===== src/rtl/seg7_pkg.sv =====
// rtl/seg7_pkg.sv - shared constants and types for the seven-segment scan display
package seg7_pkg;

  // Active-low {g,f,e,d,c,b,a} patterns for hex digits 0..F
  localparam logic [6:0] SEG_0 = 7'h40;
  localparam logic [6:0] SEG_1 = 7'h79;
  localparam logic [6:0] SEG_2 = 7'h24;
  localparam logic [6:0] SEG_3 = 7'h30;
  localparam logic [6:0] SEG_4 = 7'h19;
  localparam logic [6:0] SEG_5 = 7'h12;
  localparam logic [6:0] SEG_6 = 7'h02;
  localparam logic [6:0] SEG_7 = 7'h78;
  localparam logic [6:0] SEG_8 = 7'h00;
  localparam logic [6:0] SEG_9 = 7'h10;
  localparam logic [6:0] SEG_A = 7'h08;
  localparam logic [6:0] SEG_B = 7'h03;
  localparam logic [6:0] SEG_C = 7'h46;
  localparam logic [6:0] SEG_D = 7'h21;
  localparam logic [6:0] SEG_E = 7'h06;
  localparam logic [6:0] SEG_F = 7'h0E;

  // All segments dark / all anodes disabled
  localparam logic [6:0] SEG_OFF = 7'h7F;
  localparam logic [7:0] AN_OFF  = 8'hFF;

  typedef enum logic {
    IDLE = 1'b0,
    SCAN = 1'b1
  } state_t;

endpackage


===== src/rtl/hex_to_seg7.sv =====
// rtl/hex_to_seg7.sv - combinational hex nibble to active-low seven-segment pattern
module hex_to_seg7
  import seg7_pkg::*;
(
  input  logic [3:0] nibble,
  output logic [6:0] seg
);

  // Table lookup; every nibble value has a glyph
  always_comb begin
    seg = SEG_OFF;
    case (nibble)
      4'h0: seg = SEG_0;
      4'h1: seg = SEG_1;
      4'h2: seg = SEG_2;
      4'h3: seg = SEG_3;
      4'h4: seg = SEG_4;
      4'h5: seg = SEG_5;
      4'h6: seg = SEG_6;
      4'h7: seg = SEG_7;
      4'h8: seg = SEG_8;
      4'h9: seg = SEG_9;
      4'hA: seg = SEG_A;
      4'hB: seg = SEG_B;
      4'hC: seg = SEG_C;
      4'hD: seg = SEG_D;
      4'hE: seg = SEG_E;
      4'hF: seg = SEG_F;
      default: seg = SEG_OFF;
    endcase
  end

endmodule


===== src/rtl/seg7_scan_display.sv =====
// rtl/seg7_scan_display.sv - eight-digit multiplexed seven-segment driver with per-frame snapshot
module seg7_scan_display
  import seg7_pkg::*;
#(
  parameter int DIV      = 100000,
  parameter bit BLANK_LZ = 1'b0
) (
  input  logic        clk,
  input  logic        rst,
  input  logic [31:0] data_in,
  input  logic        blank,
  output logic [7:0]  an,
  output logic [6:0]  seg,
  output logic        dp,
  output logic        frame_done
);

  localparam int CNT_W = $clog2(DIV);

  logic [CNT_W-1:0] cnt;
  logic             tick;

  state_t      state, state_n;
  logic [2:0]  idx, idx_n;
  logic [31:0] snap, snap_n;
  logic        frame_done_n;

  logic [2:0]  hi;
  logic        lz;
  logic [3:0]  nib;
  logic [6:0]  pat;
  logic [7:0]  an_n;

  assign tick = (cnt == CNT_W'(DIV - 1));

  // Digit-slot divider: counts 0..DIV-1 and wraps
  always_ff @(posedge clk or posedge rst) begin
    if (rst) begin
      cnt <= '0;
    end else if (tick) begin
      cnt <= '0;
    end else begin
      cnt <= cnt + CNT_W'(1);
    end
  end

  // Next-state: advance the digit on tick, reload the snapshot at frame start
  always_comb begin
    state_n      = state;
    idx_n        = idx;
    snap_n       = snap;
    frame_done_n = 1'b0;
    if (tick) begin
      case (state)
        IDLE: begin
          state_n      = SCAN;
          idx_n        = 3'd0;
          snap_n       = data_in;
          frame_done_n = 1'b1;
        end
        SCAN: begin
          if (idx == 3'd7) begin
            idx_n        = 3'd0;
            snap_n       = data_in;
            frame_done_n = 1'b1;
          end else begin
            idx_n = idx + 3'd1;
          end
        end
        default: state_n = IDLE;
      endcase
    end
  end

  // Highest nonzero nibble of the snapshot being shown; 0 when the snapshot is 0
  always_comb begin
    hi = 3'd0;
    for (int k = 1; k < 8; k++) begin
      if (snap_n[4*k +: 4] != 4'h0) hi = 3'(k);
    end
  end

  assign lz  = BLANK_LZ && (idx_n > hi);
  assign nib = snap_n[{idx_n, 2'b00} +: 4];

  hex_to_seg7 u_hex (
    .nibble (nib),
    .seg    (pat)
  );

  // Anode for the upcoming slot: one-hot-low unless blanked
  always_comb begin
    an_n = AN_OFF;
    if (!(blank || lz)) an_n[idx_n] = 1'b0;
  end

  // Scan state and registered outputs; an/seg move together only on tick
  always_ff @(posedge clk or posedge rst) begin
    if (rst) begin
      state      <= IDLE;
      idx        <= 3'd0;
      snap       <= '0;
      an         <= AN_OFF;
      seg        <= SEG_OFF;
      frame_done <= 1'b0;
    end else begin
      state      <= state_n;
      idx        <= idx_n;
      snap       <= snap_n;
      frame_done <= frame_done_n;
      if (tick) begin
        an  <= an_n;
        seg <= pat;
      end
    end
  end

  assign dp = 1'b1;

endmodule

===== config.mk =====
export PLATFORM = sky130hd
export DESIGN_NAME = seg7_scan_display
export DESIGN_NICKNAME = d
export VERILOG_FILES = /design/src/rtl/seg7_pkg.sv /design/src/rtl/hex_to_seg7.sv /design/src/rtl/seg7_scan_display.sv
export SDC_FILE = /design/constraint.sdc
export NUM_CORES = 1
export LEC_CHECK = 0
export CORE_AREA = 5 5 68 131
export CTS_BUF_LIST = sky130_fd_sc_hd__clkbuf_2 sky130_fd_sc_hd__clkbuf_4 sky130_fd_sc_hd__clkbuf_8
export CTS_CLUSTER_SIZE = 10
export DETAILED_ROUTE_END_ITERATION = 7
export DIE_AREA = 0 0 73 136
export GPL_TIMING_DRIVEN = 0
export PLACE_DENSITY_LB_ADDON = 0.15
export RECOVER_POWER = 50
export SLEW_MARGIN = 20
export SYNTH_ARGS = -nofsm -noshare
export SYNTH_HDL_FRONTEND = slang
export SYNTH_HIERARCHICAL = 1
export SYNTH_SLANG_ARGS = --single-unit

===== constraint.sdc =====
create_clock -name clk -period 3.5 [get_ports clk]
set_clock_uncertainty 0.05 [all_clocks]
set_input_delay 0.35 -clock clk [delete_from_list [all_inputs] [get_ports clk]]
set_output_delay 0.35 -clock clk [all_outputs]
set_load 0.03 [all_outputs]

==> qor.csv, run 1 <==
metric;value;unit
area leader, netlist;dfrtp_1;
hold buffers post-CTS;0;
cell count after synthesis;373;
first-pass GRT wire length;15500;um
IO Pins;52;
Total GRT Usage;0.200;
CTS Buf Count;9;
Rows;46;
DRC Markers;0;
crit start category;register;
placed cell area;4450;sq um
largest net degree at the start of global routing;46;
Crit path arrival time;3.76;ns
RSZ-0062 raised after global routing;true;
Routed wire per std cell;17.0;um
Worst Path Required;3.75;ns
Starting Density;0.487;
FFs w/ async S/R, synth;1.00;
post-route insts no fill;571;
top post-synthesis cells by area;dfrtp_1 (35%), dfstp_2 (10%), mux2_2 (10%);
clock slew seen by the registers of the worst setup and hold paths;0.08;ns
worst-margin pin slew;1.12;ns
Seq cells post-synth;69;
most frequent cell after synthesis;dfrtp_1;
tightest hold margin;0.405;ns
VDD IR max;0.285;mV
Setup-failing EPs final;2;
Register-to-Register Path Depth;14;
crit path from;cnt[13]$_DFF_PP0_;
DIE WIDTH;73;um
H-tree Lvls;3;
Clock Path Buffers;2;
failing checks;negative setup slack;
Leakage;2.16;nW
die area;9930;sq um
initial antenna violation count;0;
fin area;5060;sq um
FMAX;284;MHz
Final WS setup;-0.0178;ns
Pre-antenna DRT Iters;4;
Final Cycle Share;1.01;
Root Buffer;clkbuf_8;
clk sinks;69;
Port Buffer Count;50;
Synth Flop Type;dfrtp_1;
vias in the first global route;3227;
die height;136;um
CTS tree;done;
r2r startpoint;cnt[13]$_DFF_PP0_;
fraction of layout instances using a drive strength above 1;0.303;
Placed Instances;520;
later-pin clock latency in the skew report;0.36;ns
via count;3203;
critical path class;reg -> reg;
Max-Cap Viols;0;
final hold violations;0;
EDFF count, synth;0;
n_diodes;0;
register area share after synthesis;0.458;
syn avg cell area;10.2;sq um
Net count, final;515;
Synth top area share;0.355;
Post-DP HPWL;6830;um
core area;7830;sq um
commonest cells in the netlist;dfrtp_1 (54), nand2_1 (45), mux2_2 (35), nor2_1 (35), o21ai_0 (33);
DRT iter0 DRCs;173;
Crit Path Max Fanout;6;
cell area after synthesis;3810;sq um
gpl congestion;0.898;
Synth Warn #;6;
relative slew slack;0.251;
fin. max-slew vios;0;
Crit. End Element;register;
minimum clock period;3.52;ns
Unique masters post-synth;49;
R2R Setup Slk;-0.02;ns
Area growth, synth to finish;33.0;%
total gr overflow;0;
PD cells;333;nW/um^2
fillers;663;
run status;complete, but fails checks;
drt total wl;9700;um
crit path capture;seg[3]$_DFFE_PP1N_;
RR Endpoint;seg[3]$_DFFE_PP1N_;
DRT antenna net count;0;
Via density;5.61;
Synthesized Nets;418;
Worst Hold Class;reg -> reg;
report_power, final:
| part | switching (mW) | leakage (nW) | internal [mW] |
|---|---|---|---|
| logic | 0.0585 | 1.23 | 0.0767 |
| clock network | 0.311 | 0.102 | 0.407 |
| registers | 0.0131 | 0.824 | 0.817 |
| total | 0.383 | 2.16 | 1.30 |
worst min path at each step:
stage	from	end	slack (ns)	cells past startpoint
2_1_floorplan	cnt[0]$_DFF_PP0_	cnt[0]$_DFF_PP0_	0.41	1
3_3_place_gp	seg[4]$_DFFE_PP1N_	seg[4]$_DFFE_PP1N_	0.39	2
3_5_place_dp	seg[0]$_DFFE_PP1N_	seg[0]$_DFFE_PP1N_	0.40	2
4_1_cts	rst	cnt[8]$_DFF_PP0_	0.26	2
5_1_grt	seg[0]$_DFFE_PP1N_	seg[0]$_DFFE_PP1N_	0.42	2
6_report	seg[0]$_DFFE_PP1N_	seg[0]$_DFFE_PP1N_	0.41	2
critical path, cell delays in order, from the launching register on:
cell      delay [ns]
dfrtp_1         0.41
or4b_4          0.59
buf_4           0.17
nor4_4          0.38
nand2_2         0.18
buf_8           0.17
o221ai_2        0.17
o31a_1          0.19
o211ai_1        0.23
inv_2           0.16
ha_4            0.14
inv_1           0.04
mux4_2          0.44
nand2_1         0.07
nand2_1         0.05
what timing repair did:
item / CTS / global route
cloned: 0 / 0
pin swaps: 3 / 13
setup endpoints to repair: 7 / 7
setup buffers: 14 / 23
resized for setup: 11 / 30
per-stage QoR:
step | util | TNS (ns) | power, mW | setup WS, ns
2_1_floorplan | - | 0 | 0.901 | 0.0261
3_3_place_gp | 0.566 | -0.922 | 0.956 | -0.384
3_5_place_dp | 0.569 | -1.42 | 0.965 | -0.454
4_1_cts | 0.615 | 0 | 1.68 | 0.00601
5_1_grt | 0.647 | -0.514 | 1.74 | -0.180
6_report | 0.647 | -0.0251 | 1.68 | -0.0178
cells by family (layout without fill, tap and decap cells):
| logic type | after synthesis | in the layout | share of synthesized area |
|---|---|---|---|
| AND/OR/NAND/NOR | 126 | 126 | 0.163 |
| AO/OA/AOI/OAI | 72 | 72 | 0.122 |
| flip-flops | 69 | 69 | 0.458 |
| multiplexers | 51 | 51 | 0.153 |
| buffers and inverters | 29 | 131 | 0.0358 |
| XOR/XNOR | 15 | 15 | 0.0345 |
| adder cells (fa/ha/maj) | 10 | 10 | 0.0329 |
| other | 1 | 1 | 0.000985 |
cell type report:
cell class	count	area (sq um)	share of cell area
sequential	69	1750	0.345
clock buffer	10	131	0.0259
multi-input combinational	275	2030	0.401
buffer	19	125	0.0247
inverter	8	31.3	0.00618
clock inverter	6	87.6	0.0173
tap	96	120	0.0237
timing repair buffer	88	795	0.157
sequential cells by signal, indices dropped and copies added, names as in the netlist:
| name | flops |
|---|---|
| idx | 3 |
| frame_done | 1 |
| seg | 7 |
| an | 8 |
| cnt | 17 |
| state | 1 |
| snap | 32 |
per-layer routing:
layer  GRT usage  up-vias  share of wire
li1            -     1520              -
met1       0.245     1575           0.41
met2       0.337       89           0.52
met3      0.0385       19          0.041
met4      0.0821        0          0.026
met5           0        -              0
layout by cell type (no fill, tap or decap), types with 4 or more instances in the layout:
cell,n
a31oi_1,4
buf_2,6
buf_4,36
buf_6,5
clkbuf_1,6
clkbuf_8,9
clkdlybuf4s50_1,49
dfrtp_1,54
dfstp_2,15
ha_1,5
inv_1,4
mux2_1,5
mux2_2,35
mux2i_1,7
nand2_1,44
nand3_1,12
nor2_1,35
nor3_1,6
o211ai_1,13
o21ai_0,30
o221ai_1,5
o22ai_1,4
o31a_1,4
xnor2_1,8
xor2_1,7
No activity file was read; power rests on OpenSTA's default activity.
==> run 2, diff against run 1 <==
Settings changed: ABC_AREA from default to 1, CAP_MARGIN from default to 25, CORE_AREA 5 5 68 131 to 5 5 71 138, DIE_AREA 0 0 73 136 to 0 0 76 143.
==> qor.csv, run 2 <==
metric;value;unit
Pre-antenna DRT Iters;4;
first-pass GRT wire length;19200;um
crit start category;register;
Worst Hold Class;reg -> reg;
tightest hold margin;0.417;ns
Root Buffer;clkbuf_8;
postcts setup bufs;0;
DRT iter0 DRCs;201;
DIE WIDTH;76;um
RSZ-0062 raised after global routing;false;
worst-margin pin slew;1.33;ns
gpl congestion;0.879;
clk sinks;69;
Port Buffer Count;50;
Unique masters post-synth;35;
area leader, netlist;dfrtp_1;
largest net degree at the start of global routing;53;
final hold violations;0;
critical path class;reg -> reg;
initial antenna violation count;0;
relative slew slack;0.115;
Max-Cap Viols;0;
top post-synthesis cells by area;dfrtp_1 (31%), nand2_1 (18%), inv_1 (11%);
clock slew seen by the registers of the worst setup and hold paths;0.07;ns
die area;10900;sq um
fin. max-slew vios;0;
total gr overflow;0;
fin area;5230;sq um
Crit. End Element;register;
Synthesized Nets;681;
hold path depth;1;
later-pin clock latency in the skew report;0.35;ns
Synth Warn #;6;
DRC Markers;0;
minimum clock period;3.17;ns
Largest regs;snap (32), cnt (17), an (8);
IO Pins;52;
VDD IR max;0.237;mV
register area share after synthesis;0.396;
Total GRT Usage;0.220;
hold buffers post-CTS;0;
Starting Density;0.514;
CTS tree;done;
Via density;5.04;
vias in the first global route;4192;
core area;8590;sq um
n_diodes;0;
Net count, final;743;
Synth Flop Type;dfrtp_1;
DRT antenna net count;0;
fraction of layout instances using a drive strength above 1;0.110;
Setup-failing EPs final;0;
FMAX;315;MHz
R2R Setup Slk;0.33;ns
Worst Path Required;3.74;ns
Setup TNS;0;ns
Rows;48;
Final Cycle Share;0.906;
H-tree Lvls;3;
syn avg cell area;6.94;sq um
run status;finished, final reports clean;
CTS Buf Count;9;
die height;143;um
cell count after synthesis;636;
most common cell after layout, fill and taps aside;nand2_1;
placed cell area;5070;sq um
FFs w/ async S/R, synth;1.00;
cell area after synthesis;4410;sq um
Leakage;3.10;nW
Seq cells post-synth;69;
EDFF count, synth;0;
Area growth, synth to finish;18.6;%
commonest cells in the netlist;nand2_1 (210), inv_1 (126), nand3_1 (59);
PD cells;290;nW/um^2
Clock Path Buffers;2;
Crit path arrival time;3.41;ns
via count;4044;
most frequent cells in the layout;nand2_1 (210), inv_1 (125), nand3_1 (59);
Largest register FFs;32;
Routed wire per std cell;14.1;um
Synth top area share;0.306;
largest register by flop count;snap;
Post-DP HPWL;8750;um
most frequent cell after synthesis;nand2_1;
Crit Path Max Fanout;10;
drt total wl;11300;um
Register-to-Register Path Depth;22;
run 2: cell types whose count changed after synthesis, moves of 9 or more:
cell	previous run	this run
nand2_1	45	210
nor2_1	35	21
a21oi_1	3	12
o211ai_1	13	0
nand3_1	12	59
mux2_2	35	0
nand3b_1	1	16
mux2i_1	9	0
inv_1	7	126
run 2: metal layers:
layer / up-vias / global-route usage / share of wire
met1: 1864 / 0.226 / 0.37
met2: 86 / 0.404 / 0.53
met4: 0 / 0.137 / 0.056
met3: 37 / 0.0423 / 0.034
li1: 2057 / - / -
met5: - / 0 / 0
run 2: path summary, 6_finish.rpt:
| path | to | start |
|---|---|---|
| min in group asynchronous | snap[31]$_DFF_PP0_ | rst |
| hold reg to reg | cnt[0]$_DFF_PP0_ | cnt[0]$_DFF_PP0_ |
| hold / removal | cnt[0]$_DFF_PP0_ | cnt[0]$_DFF_PP0_ |
| max in group asynchronous | snap[12]$_DFF_PP0_ | rst |
| setup reg to reg | seg[3]$_DFFE_PP1N_ | idx[0]$_DFF_PP0_ |
| setup / recovery | seg[3]$_DFFE_PP1N_ | idx[0]$_DFF_PP0_ |
run 2: cell families (layout without fill, tap and decap cells):
| logic type | count (synthesis) | count (layout) | synth area share |
|---|---|---|---|
| other cells | 1 | 1 | 0.000850 |
| buf+inv | 156 | 223 | 0.144 |
| xor+xnor | 3 | 3 | 0.00596 |
| flops | 69 | 69 | 0.396 |
| simple gates | 338 | 338 | 0.355 |
| fa+ha+maj | 10 | 10 | 0.0284 |
| compound gates | 59 | 59 | 0.0701 |
run 2: worst max-delay path, stage by stage (launching register included):
cell      delay (ns)
dfrtp_1         0.41
ha_1            0.23
ha_1            0.19
inv_1           0.07
nand2_1         0.06
buf_2           0.19
clkbuf_2        0.23
o21ai_0         0.18
inv_1           0.05
nand3_1         0.08
nand2_1         0.10
nand2_1         0.08
nand3_1         0.09
nand2_1         0.09
inv_2           0.03
nand2_1         0.16
inv_1           0.14
ha_1            0.35
nand2_1         0.07
nand3_1         0.07
nand2_1         0.06
nand2_1         0.05
nand2_1         0.06
run 2: metrics by stage:
| step | power [mW] | cells | worst slack (ns) | util |
|---|---|---|---|---|
| floorplan | 0.845 | 636 | 0.846 | - |
| global placement | 0.891 | 786 | 0.128 | 0.587 |
| detailed placement | 0.897 | 787 | 0.231 | 0.590 |
| CTS | 1.54 | 803 | 0.199 | 0.612 |
| global route | 1.58 | 803 | 0.0161 | 0.609 |
| finish | 1.52 | 803 | 0.329 | 0.609 |
run 2: layout make-up:
type                       count  area (sq um)
multi-input combinational    411          2020
clock buffer                  15           188
buffer                        24           145
clock inverter                 1          5.00
inverter                     132           497
fill                         836          3360
sequential                    69          1750
timing repair buffer          51           505
tap                          100           125
run 2: timing repair:
item / 4_1_cts / 5_1_grt
resized for setup: 0 / 9
endpoints found under the hold margin: 0 / 0
setup endpoints to repair: 0 / 7
run 2: power breakdown:
part | internal (mW) | switching (mW) | leakage [nW]
logic | 0.0451 | 0.0340 | 2.10
registers | 0.798 | 0 | 0.898
clock network | 0.339 | 0.300 | 0.104
total | 1.18 | 0.334 | 3.10
==> run 3, diff against run 2 <==
Settings changed: CORE_AREA 5 5 71 138 to 5 5 67 130, DIE_AREA 0 0 76 143 to 0 0 72 135, DONT_BUFFER_PORTS from default to 1.
==> qor.csv, run 3 (synthesis results as in run 2) <==
metric;value;unit
largest net degree at the start of global routing;46;
RSZ-0062 raised after global routing;false;
largest register by flop count;snap;
Area growth, synth to finish;8.68;%
Crit Path Max Fanout;10;
Pre-antenna DRT Iters;5;
minimum clock period;3.21;ns
PD cells;338;nW/um^2
Register Area;1750;sq um
Worst Path Required;3.74;ns
clock slew seen by the registers of the worst setup and hold paths;0.08;ns
DRT iter0 DRCs;204;
most frequent cells in the layout;nand2_1 (210), inv_1 (125), nand3_1 (59);
Largest regs;snap (32), cnt (17), an (8);
relative slew slack;0.223;
CTS Buf Count;9;
fin. max-slew vios;0;
Worst Hold Class;in -> reg;
total power;1.62;mW
r2r startpoint;idx[0]$_DFF_PP0_;
fin area;4790;sq um
FMAX;312;MHz
Routed wire per std cell;14.7;um
fillers;714;
first-pass GRT wire length;18300;um
Register-to-Register Path Depth;22;
initial antenna violation count;0;
DRT antenna net count;0;
Clk pwr share;0.482;
Place WS;0.194;ns
run status;finished, final reports clean;
IO Pins;52;
Root Buffer;clkbuf_8;
gpl congestion;0.891;
fin util;0.635;
Final Cycle Share;0.916;
postcts setup bufs;0;
Max-Cap Viols;0;
Crit path arrival time;3.45;ns
fraction of layout instances using a drive strength above 1;0.113;
Port Buffer Count;0;
Starting Density;0.585;
DRC Markers;0;
CTS tree;done;
logic gate share of total power;0.026;
DIE WIDTH;72;um
RR Endpoint;seg[3]$_DFFE_PP1N_;
area of the multi-input gates;2030;sq um
Placed Instances;731;
crit path from;idx[0]$_DFF_PP0_;
total gr overflow;0;
H-tree Lvls;3;
crit start category;register;
Via density;5.24;
Net Sw Frac;0.205;
via count;3917;
Crit. End Element;register;
vias in the first global route;3926;
Total GRT Usage;0.241;
most common cell after layout, fill and taps aside;nand2_1;
R2R Setup Slk;0.29;ns
internal power;1.29;mW
Rows;45;
Clock Path Buffers;2;
Leakage;2.92;nW
Net count, final;694;
clk sinks;69;
core area;7540;sq um
crit path capture;seg[3]$_DFFE_PP1N_;
total net switching power;0.333;mW
critical path class;reg -> reg;
die area;9720;sq um
final hold violations;0;
n_diodes;0;
Post-DP HPWL;8440;um
tightest hold margin;0.0879;ns
drt total wl;11000;um
Setup-failing EPs final;0;
die height;135;um
VDD IR max;0.320;mV
Largest register FFs;32;
worst-margin pin slew;1.16;ns
later-pin clock latency in the skew report;0.35;ns
post-route insts no fill;748;
Setup TNS;0;ns
Final WS setup;0.295;ns
sequential share of power;0.492;
placed cell area;4550;sq um
## run 3: cell types whose count changed in the layout (fill, tap and decap cells not counted), sizes merged
cell,delta
dlygate4sd3,-1
clkbuf,-2
clkdlybuf4s50,-48
bufinv,+2
## run 3: power by group through the flow
stage                     clock, mW  sequential, mW  combinational (mW)
final                         0.782           0.798              0.0421
after global routing          0.834           0.797              0.0501
after floorplan                   0           0.813              0.0329
after CTS                     0.796           0.798              0.0460
after detailed placement          0           0.812              0.0446
after global placement            0           0.813              0.0406
## run 3: final cells by class
type,instances,area share
tap,94,0.0245
inverter,132,0.104
sequential,69,0.364
multi-input combinational,411,0.424
clock buffer,13,0.0373
timing repair buffer,2,0.00313
clock inverter,3,0.0136
buffer,24,0.0300
## run 3: critical path, stage by stage (launching register included)
cell      delay [ns]
dfrtp_1         0.42
ha_1            0.21
ha_1            0.17
inv_1           0.07
nand2_1         0.07
buf_2           0.20
clkbuf_2        0.24
o21ai_0         0.21
inv_1           0.06
nand3_1         0.07
nand2_1         0.10
nand2_1         0.07
nand3_1         0.08
nand2_1         0.07
inv_1           0.04
nand2_1         0.17
inv_1           0.15
ha_1            0.35
nand2_1         0.07
nand3_1         0.07
nand2_1         0.07
nand2_1         0.05
nand2_1         0.07
## run 3: worst min-delay path by stage
| stage | from | to | slack (ns) | cells past startpoint |
|---|---|---|---|---|
| after floorplan | cnt[0]$_DFF_PP0_ | cnt[0]$_DFF_PP0_ | 0.38 | 1 |
| after global placement | cnt[0]$_DFF_PP0_ | cnt[0]$_DFF_PP0_ | 0.41 | 1 |
| after detailed placement | rst | snap[28]$_DFF_PP0_ | 0.17 | 1 |
| after CTS | blank | an[4]$_DFFE_PP1N_ | 0.08 | 2 |
| after global routing | blank | an[4]$_DFFE_PP1N_ | 0.09 | 2 |
| final | blank | an[4]$_DFFE_PP1N_ | 0.09 | 2 |
## run 3: metal layers
layer | part of all wire | vias up | routed length (um) | track usage
met4 | 0.050 | 0 | 555 | 0.134
met3 | 0.041 | 37 | 452 | 0.0380
met2 | 0.54 | 101 | 5970 | 0.444
met1 | 0.37 | 1817 | 4050 | 0.253
li1 | - | 1962 | - | -
met5 | 0 | - | 0 | 0
## run 3: repair_timing
action | in CTS | in global routing
setup endpoints to repair | 0 | 4
hold buffers | 1 | 0
resized for setup | 0 | 7
endpoints found under the hold margin | 24 | 0
